==> config.mk <==
export PLATFORM = sky130hd
export DESIGN_NAME = gate_bist_ctrl
export DESIGN_NICKNAME = d
export VERILOG_FILES = /design/src/rtl/gate_bist_ctrl_pkg.sv /design/src/rtl/gate_bist_ctrl_settle_timer.sv /design/src/rtl/gate_bist_ctrl.sv
export SDC_FILE = /design/constraint.sdc
export NUM_CORES = 1
export LEC_CHECK = 0
export CAP_MARGIN = 20
export CORE_MARGIN = 2
export CORE_UTILIZATION = 40
export DETAILED_ROUTE_END_ITERATION = 16
export GPL_ROUTABILITY_DRIVEN = 1
export PLACE_DENSITY_LB_ADDON = 0.1
export SLEW_MARGIN = 0
export SYNTH_ARGS = -nofsm -noshare
export SYNTH_HDL_FRONTEND = slang
export SYNTH_SLANG_ARGS = --single-unit
==> constraint.sdc <==
create_clock -name clk -period 3.5 [get_ports clk]
set_input_delay 0.525 -clock clk [delete_from_list [all_inputs] [get_ports clk]]
set_output_delay 0.525 -clock clk [all_outputs]
set_load 0.01 [all_outputs]
==> src/rtl/gate_bist_ctrl_pkg.sv <==
// -----------------------------------------------------------------------------
// gate_bist_ctrl_pkg
// Shared definitions for the 2-input gate BIST controller and its settle timer:
// FSM state encoding, vector count, counter widths and a popcount helper.
// -----------------------------------------------------------------------------
package gate_bist_ctrl_pkg;

    localparam int NUM_VEC    = 4;  // all {a,b} combinations of a 2-input gate
    localparam int SETTLE_W   = 4;  // settle counter width, holds 0..15
    localparam int FAIL_CNT_W = 3;  // popcount of NUM_VEC bits, 0..4

    typedef enum logic [2:0] {
        ST_IDLE   = 3'd0,
        ST_APPLY  = 3'd1,
        ST_SETTLE = 3'd2,
        ST_CHECK  = 3'd3,
        ST_DONE   = 3'd4
    } bist_state_e;

    function automatic logic [FAIL_CNT_W-1:0] popcount_vec(input logic [NUM_VEC-1:0] v);
        logic [FAIL_CNT_W-1:0] cnt;
        cnt = '0;
        for (int i = 0; i < NUM_VEC; i++) begin
            cnt = cnt + {{(FAIL_CNT_W-1){1'b0}}, v[i]};
        end
        return cnt;
    endfunction

endpackage

==> src/rtl/gate_bist_ctrl_settle_timer.sv <==
// -----------------------------------------------------------------------------
// bist_settle_timer
// Loadable down-counter used to hold gate stimulus steady before sampling.
// Ports:
//   clk, rst_n  clock and asynchronous active-low reset
//   load_i      load value_i into the counter (has priority over dec_i)
//   value_i     load value
//   dec_i       decrement by one; saturates at zero
//   zero_o      counter currently equals zero
// -----------------------------------------------------------------------------
module bist_settle_timer
    import gate_bist_ctrl_pkg::*;
#(
    parameter int W = SETTLE_W
) (
    input  logic         clk,
    input  logic         rst_n,
    input  logic         load_i,
    input  logic [W-1:0] value_i,
    input  logic         dec_i,
    output logic         zero_o
);

    logic [W-1:0] cnt_q;
    logic [W-1:0] cnt_d;

    always_comb begin
        cnt_d = cnt_q;
        if (load_i) begin
            cnt_d = value_i;
        end else if (dec_i && (cnt_q != '0)) begin
            cnt_d = cnt_q - W'(1);
        end
    end

    // NOTE: state registers use non-blocking assignment so every flop samples
    // pre-edge values; blocking here would create order-dependent races.
    always_ff @(posedge clk or negedge rst_n) begin
        if (!rst_n) begin
            cnt_q <= '0;
        end else begin
            cnt_q <= cnt_d;
        end
    end

    assign zero_o = (cnt_q == '0);

endmodule

==> src/rtl/gate_bist_ctrl.sv <==
// -----------------------------------------------------------------------------
// gate_bist_ctrl
// Built-in self-test controller for a 2-input combinational gate. Drives the
// gate's a/b inputs through all four vectors, compares y against EXPECT_TT and
// reports per-vector failures, a failure count and an overall pass flag.
// Parameters:
//   EXPECT_TT      expected y per vector, bit index = {a,b} (AND = 4'b1000)
//   SETTLE_CYCLES  cycles a/b are held before y is sampled, 1..15
// Ports:
//   clk, rst_n     clock and asynchronous active-low reset
//   start          run request, honoured only when idle or showing results
//   dut_a, dut_b   registered stimulus to the gate
//   dut_y          gate response
//   busy           a run is in progress
//   done           results are valid (level)
//   pass           done and no vector failed
//   fail_vec       bit i set if vector i = {a,b} mismatched
//   fail_count     number of failing vectors
// -----------------------------------------------------------------------------
module gate_bist_ctrl
    import gate_bist_ctrl_pkg::*;
#(
    parameter logic [NUM_VEC-1:0] EXPECT_TT     = 4'b1000,
    parameter int                 SETTLE_CYCLES = 2
) (
    input  logic                  clk,
    input  logic                  rst_n,
    input  logic                  start,
    output logic                  dut_a,
    output logic                  dut_b,
    input  logic                  dut_y,
    output logic                  busy,
    output logic                  done,
    output logic                  pass,
    output logic [NUM_VEC-1:0]    fail_vec,
    output logic [FAIL_CNT_W-1:0] fail_count
);

    if ((SETTLE_CYCLES < 1) || (SETTLE_CYCLES > 15)) begin : g_bad_settle
        $error("gate_bist_ctrl: SETTLE_CYCLES=%0d outside 1..15", SETTLE_CYCLES);
    end

    localparam logic [SETTLE_W-1:0] SETTLE_LOAD = SETTLE_W'(SETTLE_CYCLES - 1);

    bist_state_e           state_q,      state_d;
    logic [1:0]            idx_q,        idx_d;
    logic                  dut_a_q,      dut_a_d;
    logic                  dut_b_q,      dut_b_d;
    logic                  busy_q,       busy_d;
    logic                  done_q,       done_d;
    logic                  pass_q,       pass_d;
    logic [NUM_VEC-1:0]    fail_vec_q,   fail_vec_d;
    logic [FAIL_CNT_W-1:0] fail_count_q, fail_count_d;

    logic timer_load;
    logic timer_dec;
    logic timer_zero;
    logic accept;

    bist_settle_timer #(
        .W (SETTLE_W)
    ) u_settle_timer (
        .clk     (clk),
        .rst_n   (rst_n),
        .load_i  (timer_load),
        .value_i (SETTLE_LOAD),
        .dec_i   (timer_dec),
        .zero_o  (timer_zero)
    );

    // The first DONE cycle publishes the results; a restart is only taken
    // once done is visible, so a held start still shows every run's results.
    assign accept = start && ((state_q == ST_IDLE) || ((state_q == ST_DONE) && done_q));

    // NOTE: every signal written here gets its default first; a path that
    // leaves one unassigned would infer a latch.
    always_comb begin
        state_d      = state_q;
        idx_d        = idx_q;
        dut_a_d      = dut_a_q;
        dut_b_d      = dut_b_q;
        busy_d       = busy_q;
        done_d       = done_q;
        pass_d       = pass_q;
        fail_vec_d   = fail_vec_q;
        fail_count_d = fail_count_q;
        timer_load   = 1'b0;
        timer_dec    = 1'b0;

        unique case (state_q)
            ST_IDLE: ;
            ST_APPLY: begin
                dut_a_d    = idx_q[1];
                dut_b_d    = idx_q[0];
                timer_load = 1'b1;
                state_d    = ST_SETTLE;
            end
            ST_SETTLE: begin
                if (timer_zero) begin
                    state_d = ST_CHECK;
                end else begin
                    timer_dec = 1'b1;
                end
            end
            ST_CHECK: begin
                // Case inequality flags X/Z on y in simulation; synthesis
                // reduces it to an ordinary compare.
                if (dut_y !== EXPECT_TT[idx_q]) begin
                    fail_vec_d[idx_q] = 1'b1;
                end
                if (idx_q == 2'd3) begin
                    state_d = ST_DONE;
                end else begin
                    idx_d   = idx_q + 2'd1;
                    state_d = ST_APPLY;
                end
            end
            ST_DONE: begin
                if (!done_q) begin
                    busy_d       = 1'b0;
                    done_d       = 1'b1;
                    pass_d       = (fail_vec_q == '0);
                    fail_count_d = popcount_vec(fail_vec_q);
                end
            end
            default: state_d = ST_IDLE;
        endcase

        if (accept) begin
            state_d      = ST_APPLY;
            idx_d        = 2'd0;
            busy_d       = 1'b1;
            done_d       = 1'b0;
            pass_d       = 1'b0;
            fail_vec_d   = '0;
            fail_count_d = '0;
        end
    end

    always_ff @(posedge clk or negedge rst_n) begin
        if (!rst_n) begin
            state_q      <= ST_IDLE;
            idx_q        <= 2'd0;
            dut_a_q      <= 1'b0;
            dut_b_q      <= 1'b0;
            busy_q       <= 1'b0;
            done_q       <= 1'b0;
            pass_q       <= 1'b0;
            fail_vec_q   <= '0;
            fail_count_q <= '0;
        end else begin
            state_q      <= state_d;
            idx_q        <= idx_d;
            dut_a_q      <= dut_a_d;
            dut_b_q      <= dut_b_d;
            busy_q       <= busy_d;
            done_q       <= done_d;
            pass_q       <= pass_d;
            fail_vec_q   <= fail_vec_d;
            fail_count_q <= fail_count_d;
        end
    end

    assign dut_a      = dut_a_q;
    assign dut_b      = dut_b_q;
    assign busy       = busy_q;
    assign done       = done_q;
    assign pass       = pass_q;
    assign fail_vec   = fail_vec_q;
    assign fail_count = fail_count_q;

endmodule

Word-level counts from Yosys, hierarchy flattened
Index checks and enable logic that the tools add are counted.
{"block": "totals", "regBits": 21, "in_bits": 4, "elab_cells": 76}
{"block": "op_classes", "add_sub_neg": 5, "order_cmp": 2, "n_eq_ne": 10, "mux": 30, "bitwise": 1, "n_reduce_logical": 18}
{"op": "4-bit 2-to-1 mux", "count": 5}
{"op": "3-bit 2-to-1 mux", "count": 6}
{"op": "1-bit 2-to-1 mux", "count": 13}
{"op": "3-bit one-hot mux with 4 select lines", "count": 1}
{"op": "4-bit logical NOT", "count": 2}
{"op": "2-bit AND reduction", "count": 4}
{"op": "2-bit nonzero test", "count": 4}
{"op": "3-bit by 2-bit equality test with 1-bit output, second input constant", "count": 2}
{"op": "2-bit 2-to-1 mux", "count": 3}
{"op": "1-bit logical AND", "count": 4}
{"op": "2-bit by 1-bit != test with 1-bit output, second input constant", "count": 2}
{"op": "4-bit bitwise OR", "count": 1}
{"op": "4-bit nonzero test", "count": 1}
{"op": "4-bit by 1-bit subtractor with 4-bit output, second input constant", "count": 1}
{"op": "2-bit by 1-bit adder with 3-bit output", "count": 1}
{"op": "3-bit by 1-bit adder with 3-bit output", "count": 1}
{"op": "3-bit by 1-bit equality test with 1-bit output, second input constant", "count": 1}
{"op": "3-bit equality test, second input constant", "count": 1}
{"op": "3-bit logical NOT", "count": 1}
{"op": "2-bit by 3-bit less-than comparator with 1-bit output, second input constant", "count": 1}
{"op": "3-bit != test, second input constant", "count": 1}
{"op": "1-bit by 1-bit adder with 2-bit output", "count": 1}
{"op": "2-bit by 1-bit adder with 2-bit output, second input constant", "count": 1}
{"op": "1-bit binary-select mux with 2-bit select", "count": 1}
{"op": "7 further kinds", "count": 7}

Depth between registers and ports, before layout
Gate-level depths: netlist of run 1.
{"block": "logic_depth", "ltp_word": 8, "ltp_mapped": 5, "mapped_depth_nobuf": 5}

Hierarchy
A second synthesis of run 1 with hierarchy kept.
{"block": "hier_totals", "hier_cells": 104, "hier_area_um2": 1119.8}
{"mod": "gate_bist_ctrl", "instances": 1, "cells_each": 77, "area_per_inst_um2": 849.6, "seq_area_each_um2": 425.4}
{"mod": "bist_settle_timer", "instances": 1, "cells_each": 27, "area_per_inst_um2": 270.3, "seq_area_each_um2": 100.1}

Worst setup path before layout of run 1
No wires, ideal clock.
{"block": "synth_timing", "kind": "flip-flop to flip-flop", "start": "register fail_vec_q[0] (netlist: fail_vec[0])", "end": "register fail_count_q[1] (netlist: fail_count[1])", "setup_time_ns": 0.121, "t_arrival_ns": 1.537, "required_ns": 3.379, "slack_ns": 1.842, "stages_incl_launch_ff": 5, "n_path_buf": 0, "path_cell_list": "dfrtp_1 > fa_1 > ha_1 > ha_1 > a22o_1"}
{"block": "synth_via", "elab_chain_len": 6}
{"item": "from (decl)", "line": "gate_bist_ctrl.sv:52", "rtl": "logic [NUM_VEC-1:0] fail_vec_q, fail_vec_d;"}
{"item": "from (signal assigned)", "line": "gate_bist_ctrl.sv:159", "rtl": "fail_vec_q <= fail_vec_d;"}
{"item": "1-bit by 1-bit adder with 2-bit output", "line": "gate_bist_ctrl_pkg.sv:24", "rtl": "cnt = cnt + {{(FAIL_CNT_W-1){1'b0}}, v[i]};"}
{"item": "2-bit by 1-bit adder with 3-bit output", "line": "gate_bist_ctrl_pkg.sv:24"}
{"item": "3-bit by 1-bit adder with 3-bit output", "line": "gate_bist_ctrl_pkg.sv:24"}
{"item": "3-bit 2-to-1 mux", "line": "gate_bist_ctrl.sv:119", "rtl": "if (!done_q) begin"}
{"item": "3-bit 2-to-1 mux", "line": "gate_bist_ctrl.sv:90", "rtl": "unique case (state_q)"}
{"item": "3-bit 2-to-1 mux", "line": "gate_bist_ctrl.sv:129", "rtl": "if (accept) begin"}
{"item": "to (signal assigned)", "line": "gate_bist_ctrl.sv:160", "rtl": "fail_count_q <= fail_count_d;"}
{"item": "to (decl)", "line": "gate_bist_ctrl.sv:53", "rtl": "logic [FAIL_CNT_W-1:0] fail_count_q, fail_count_d;"}
Every way passes these cells. The select of a mux whose other input is x is not followed.
A chain may end at the register's enable or synchronous reset.

Worst setup path in the final report of run 1
{"block": "layout_timing", "start": "register fail_vec_q[2] (netlist: fail_vec[2])", "end": "output fail_vec[2]"}
{"item": "to (decl)", "line": "gate_bist_ctrl.sv:35", "rtl": "output logic [NUM_VEC-1:0] fail_vec,"}
No word-level cell between the ends.

==> results.yml, run 1 <==
clock_tree:
  clk-insertion-delay-late_ns: 0.30
  cts_hold_buf: 0
  htreeDepth: 1
  cts_setup_buffers: 0
  cts_made_buffers: 3
  clock-sinks: 21
  clk_pin_slew_ns: 0.12
  cts_resized: 0
  cts_buffer_depth: 2
  cts_root_buf: "clkbuf_4"
  cts_tree: "yes"
placed_design:
  dpl.hpwl_um: 1460
  dp_slack_ns: 1.77
  place.port_buffers: 15
  globalplace.congestion: 0.728
  dp.cells: 139
pwr:
  peakVddDrop_v: 0.000376
  total_power_mw: 0.939
  power.leakage_nw: 0.616
  power_per_cell_area_mw_per_mm2: 719
logic_synthesis:
  syn_area_per_cell_um2: 11.4
  ys_seq_area_share_pct: 47.4
  synth_nets: 111
  syn_inst: 97
  synth_area_mm2: 0.00111
  yosysTopAreaCellShare_pct: 47.4
  yosys_warnings: 0
  synth_area_leaders: "dfrtp_1 (47%), ha_1 (10%), inv_1 (3.0%), mux2i_1 (2.7%), a22o_1 (2.4%)"
  ys_seq_elements: 21
  synthDistinctLibCells: 34
  synth_top_area_cell: "dfrtp_1"
worst_setup_path:
  required_ns: 2.97
  cp_slowest_cell: "clkdlybuf4s50_1"
  crit_chain: "clkdlybuf4s50_1"
  cpPeakStageDelay_ns: 0.56
  critPathLaunch: "fail_vec[2]$_DFFE_PN0P_"
  rr_startpoint: "fail_vec[0]$_DFFE_PN0P_"
  arrival_ns: 1.29
  crit_type: "reg2out"
  worst-path-buf-inv: 1
  cp-start-kind: "flop"
  crit_path_end_kind: "primary output"
  cp_top_family: "buffers and inverters"
  path_max_fanout: 4
route:
  drt-initial-drc-count: 6
  ant_nets: 0
  totalWireLength_um: 1970
  dr.pass1.iters: 2
  vias: 757
  wl_per_cell_um: 13.7
  via_per_inst: 5.26
  drcViolationCount: 0
sta:
  hold_viol: 0
  final.period_utilization_pct: 52.0
  final.setup.tns_ns: 0
  period_needed_ns: 1.82
  setup_viol: 0
  finalMaxSlewViolations: 0
  skew_ns: 0.00488
  rsz0062_at_grt: "no"
  maxSlewHeadroom_pct: 56.3
  worst_pin_slew_ns: 0.650
  fin_ws_ns: 1.68
  clock.fmax_mhz: 550
die:
  die_w_um: 56.6
  die_h_um: 56.6
  start_util_pct: 41.3
  num_rows: 19
  core_mm2: 0.00269
  dieArea_mm2: 0.00321
  io_pins: 16
global_route:
  grt_max_degree: 22
  grt_pass1_wl_um: 3490
  use_met2_pct: 21.3
  grt_usage_pct: 14.1
  met1_usage_pct: 19.3
  busiest_layer: "met2"
  grt_pass1_vias: 756
  grt_use_met3_pct: 3.00
  grt_overflow: 0
  antenna_found_initial: 0
job:
  maxCapViolations: 0
cells_and_area:
  n_antenna_cell: 0
  syn_to_final_growth_pct: 17.8
  drive_gt1_share_pct: 11.5
  instances_no_fill: 144
  nets: 128
  layout_commonest_cell: "dfrtp_1"
  layout_common_cells: "dfrtp_1 (21), clkdlybuf4s50_1 (15), inv_1 (9), ha_1 (9), nor2_1 (6)"
run_status:
  outcome: "complete, no violations"
min_path:
  hold_path_class: "in2async"
final timing paths:
kind,to,slack (ns),depth (start not counted)
worst min register to register,fail_count[1]$_DFFE_PN0P_,0.51,1
worst max-delay path,fail_vec[2],1.68,1
worst max register to register,fail_count[1]$_DFFE_PN0P_,1.79,4
worst min-delay path,fail_count[0]$_DFFE_PN0P_,0.48,1
max in group asynchronous,state_q[2]$_DFFE_PN0P_,2.60,2
min in group clk,fail_count[1]$_DFFE_PN0P_,0.51,1
power by group:
group / switching (mW) / leakage (nW) / internal, mW
Sequential: 0.0939 / 0.273 / 0.319
Clock: 0.0736 / 0.0177 / 0.0426
Combinational: 0.194 / 0.325 / 0.216
routing by layer:
layer,wire length [um],share of wire [%]
met1,972,49
met2,926,47
met3,59,3.0
met5,0,0
met4,13,0.66
stage by stage:
step	util [%]	hold slack, ns	area [um^2]
4_1_cts	48.1	0.518	1290
5_1_grt	48.6	0.483	1310
3_3_place_gp	47.0	0.482	1260
3_5_place_dp	47.0	0.490	1260
6_report	48.6	0.484	1310
2_1_floorplan	-	0.229	1110
state kept, by name (all words and copies together), names as in the netlist:
register and count:
busy 1, done 1, dut_a 1, dut_b 1, fail_count 3, fail_vec 4
idx_q 2, pass 1, state_q 3, u_settle_timer.cnt_q 4
Yosys cell counts, drive strengths merged:
cell type   n
dfrtp      21
ha          9
inv         9
nor2        7
a21oi       4
buf         4
nand3       4
a22o        3
a31oi       3
mux2i       3
nor3        3
a32o        2
and3        2
mux2        2
nand2b      2
nor2b       2
nor3b       2
o21ai       2
xnor2       2
a211oi      1
a21o        1
and3b       1
and4bb      1
fa          1
nand2       1
nor4b       1
o22ai       1
or3         1
or3b        1
xor2        1
cell type report:
cell class              instances  area (um^2)
inverters                       9         33.8
flip-flops and latches         21          526
clock inverters                 1         5.00
repair buffers                 16          165
well taps                      31         38.8
clock buffers                   3         22.5
fillers                       263         1380
multi-input cells              63          515
cell families (layout without fill, tap and decap cells):
| kind of cell | count (synthesis) | count (layout) | share of synthesized area, % |
|---|---|---|---|
| flops | 21 | 21 | 47.4 |
| simple gates | 28 | 28 | 16.9 |
| fa+ha+maj | 10 | 10 | 12.0 |
| compound gates | 17 | 17 | 10.5 |
| buf+inv | 13 | 29 | 6.09 |
| mux | 5 | 5 | 4.74 |
| xor+xnor | 3 | 3 | 2.37 |
Note: power is estimated with default switching activity, not from simulation.
==> run 2: changes to the inputs <==
==> constraint.sdc (replaced) <==
create_clock -name clk -period 1.8 [get_ports clk]
set_input_delay 0.27 -clock clk [delete_from_list [all_inputs] [get_ports clk]]
set_output_delay 0.27 -clock clk [all_outputs]
set_load 0.01 [all_outputs]
==> results.yml, run 2 (synthesis gave the netlist of run 1 again) <==
run_status:
  outcome: "complete, no violations"
sta:
  rsz0062_at_grt: "no"
  period_needed_ns: 1.67
  skew_ns: 0.00582
  setup_viol: 0
  finalMaxSlewViolations: 0
  final.setup.tns_ns: 0
  worst_pin_slew_ns: 0.490
  hold_slack_ns: 0.293
  maxSlewHeadroom_pct: 67.0
  clock.fmax_mhz: 599
  hold_viol: 0
  final.period_utilization_pct: 92.8
global_route:
  grt_pass1_wl_um: 3150
  antenna_found_initial: 0
  grt_pass1_vias: 728
  grt_max_degree: 22
  grt_usage_pct: 12.5
  grt_overflow: 0
pwr:
  power.leakage_nw: 0.616
  p_sw_share_pct: 37.9
  peakVddDrop_v: 0.000832
  combPwrFrac_pct: 43.7
  power_per_cell_area_mw_per_mm2: 1390
  power.share.clock_pct: 12.5
  seqPwrFrac_pct: 43.8
  p_switching_mw: 0.688
  intPower_mw: 1.13
die:
  start_util_pct: 41.3
  dieArea_mm2: 0.00321
  die_h_um: 56.6
  io_pins: 16
  core_mm2: 0.00269
  die_w_um: 56.6
  num_rows: 19
clock_tree:
  cts_resized: 0
  cts_buffer_depth: 2
  cts_setup_buffers: 0
  clk-insertion-delay-late_ns: 0.30
  cts_tree: "yes"
  htreeDepth: 1
  cts_hold_buf: 0
  cts_root_buf: "clkbuf_4"
  cts_made_buffers: 3
  clock-sinks: 21
  clk_pin_slew_ns: 0.12
min_path:
  hold_path_class: "in2async"
worst_setup_path:
  required_ns: 2.00
  crit_type: "reg2reg"
  crit_path_end_kind: "flop"
  arrival_ns: 1.87
  path_max_fanout: 3
  cp-start-kind: "flop"
route:
  totalWireLength_um: 1850
  via_per_inst: 5.11
  ant_nets: 0
  wl_per_cell_um: 12.8
  drcViolationCount: 0
  drt-initial-drc-count: 14
  vias: 741
  dr.pass1.iters: 3
placed_design:
  globalplace.congestion: 0.720
  dpl.hpwl_um: 1410
  place.port_buffers: 15
  placed_cell_area_mm2: 0.00128
  dp.cells: 141
job:
  maxCapViolations: 0
cells_and_area:
  layout_common_cells: "dfrtp_1 (21), clkdlybuf4s50_1 (15), inv_1 (9), ha_1 (9), nor2_1 (6)"
  fin_area_mm2: 0.00131
  syn_to_final_growth_pct: 17.7
  nets: 129
  n_antenna_cell: 0
  layout_commonest_cell: "dfrtp_1"
  drive_gt1_share_pct: 11.4
  instances_no_fill: 145
==> run 2: cell types whose count changed in the layout (fill, tap and decap cells not counted), sizes merged <==
cell,delta
clkinv,-1
buf,+1
clkbuf,+1
==> run 2: per-stage QoR <==
step / util (%) / power [mW] / setup slack, ns
after floorplan: - / 1.37 / 0.142
after global placement: 47.6 / 1.60 / 0.156
after detailed placement: 47.6 / 1.62 / 0.140
after CTS: 48.6 / 1.85 / 0.119
after global routing: 48.6 / 1.98 / 0.0669
final: 48.6 / 1.82 / 0.130
==> run 2: power groups by stage <==
stage               logic (mW)  clock network (mW)  registers, mW
global route             0.893               0.258          0.827
detailed placement       0.811                   0          0.811
floorplan                0.612                   0          0.760
global placement         0.797                   0          0.804
CTS                      0.814               0.240          0.801
finish                   0.794               0.227          0.795
==> run 2: path summary, 6_finish.rpt <==
kind	start	to	slack (ns)	cells after the start
min	rst_n	fail_count[1]$_DFFE_PN0P_	0.29	2
min reg2reg	fail_count[2]$_DFFE_PN0P_	fail_count[2]$_DFFE_PN0P_	0.51	1
max	fail_vec[0]$_DFFE_PN0P_	fail_count[1]$_DFFE_PN0P_	0.13	4
max reg2reg	fail_vec[0]$_DFFE_PN0P_	fail_count[1]$_DFFE_PN0P_	0.13	4
min in group clk	fail_count[2]$_DFFE_PN0P_	fail_count[2]$_DFFE_PN0P_	0.51	1
max in group asynchronous	rst_n	state_q[1]$_DFFE_PN0P_	1.29	2
==> run 2: layout make-up <==
type,count,area (um^2)
multi-input combinational,63,515
clock buffer,4,26.3
sequential,21,526
timing repair buffer,17,165
inverter,9,33.8
fill,256,1380
tap,31,38.8
==> run 2: layer usage <==
layer | track usage, % | vias to the layer above | wire [um]
met2 | 21.4 | 12 | 894
li1 | - | 376 | -
met4 | 5.10 | 0 | 17
met1 | 15.5 | 351 | 871
met5 | 0 | - | 0
met3 | 2.30 | 2 | 70
==> run 2: worst max-delay path, cell delays in order (launching register included) <==
cell and delay [ns]:
dfrtp_1 0.43, fa_1 0.48, ha_1 0.19, ha_1 0.27, a22o_1 0.20
==> run 3: changes to the inputs <==
--- a/config.mk
+++ b/config.mk
@@ -10,6 +10,7 @@
 export CORE_UTILIZATION = 40
 export DETAILED_ROUTE_END_ITERATION = 16
 export GPL_ROUTABILITY_DRIVEN = 1
+export GPL_TIMING_DRIVEN = 1
 export PLACE_DENSITY_LB_ADDON = 0.1
 export SLEW_MARGIN = 0
 export SYNTH_ARGS = -nofsm -noshare
==> results of run 3 <==
The final DEF is identical to that of run 2; final timing and power are the same.
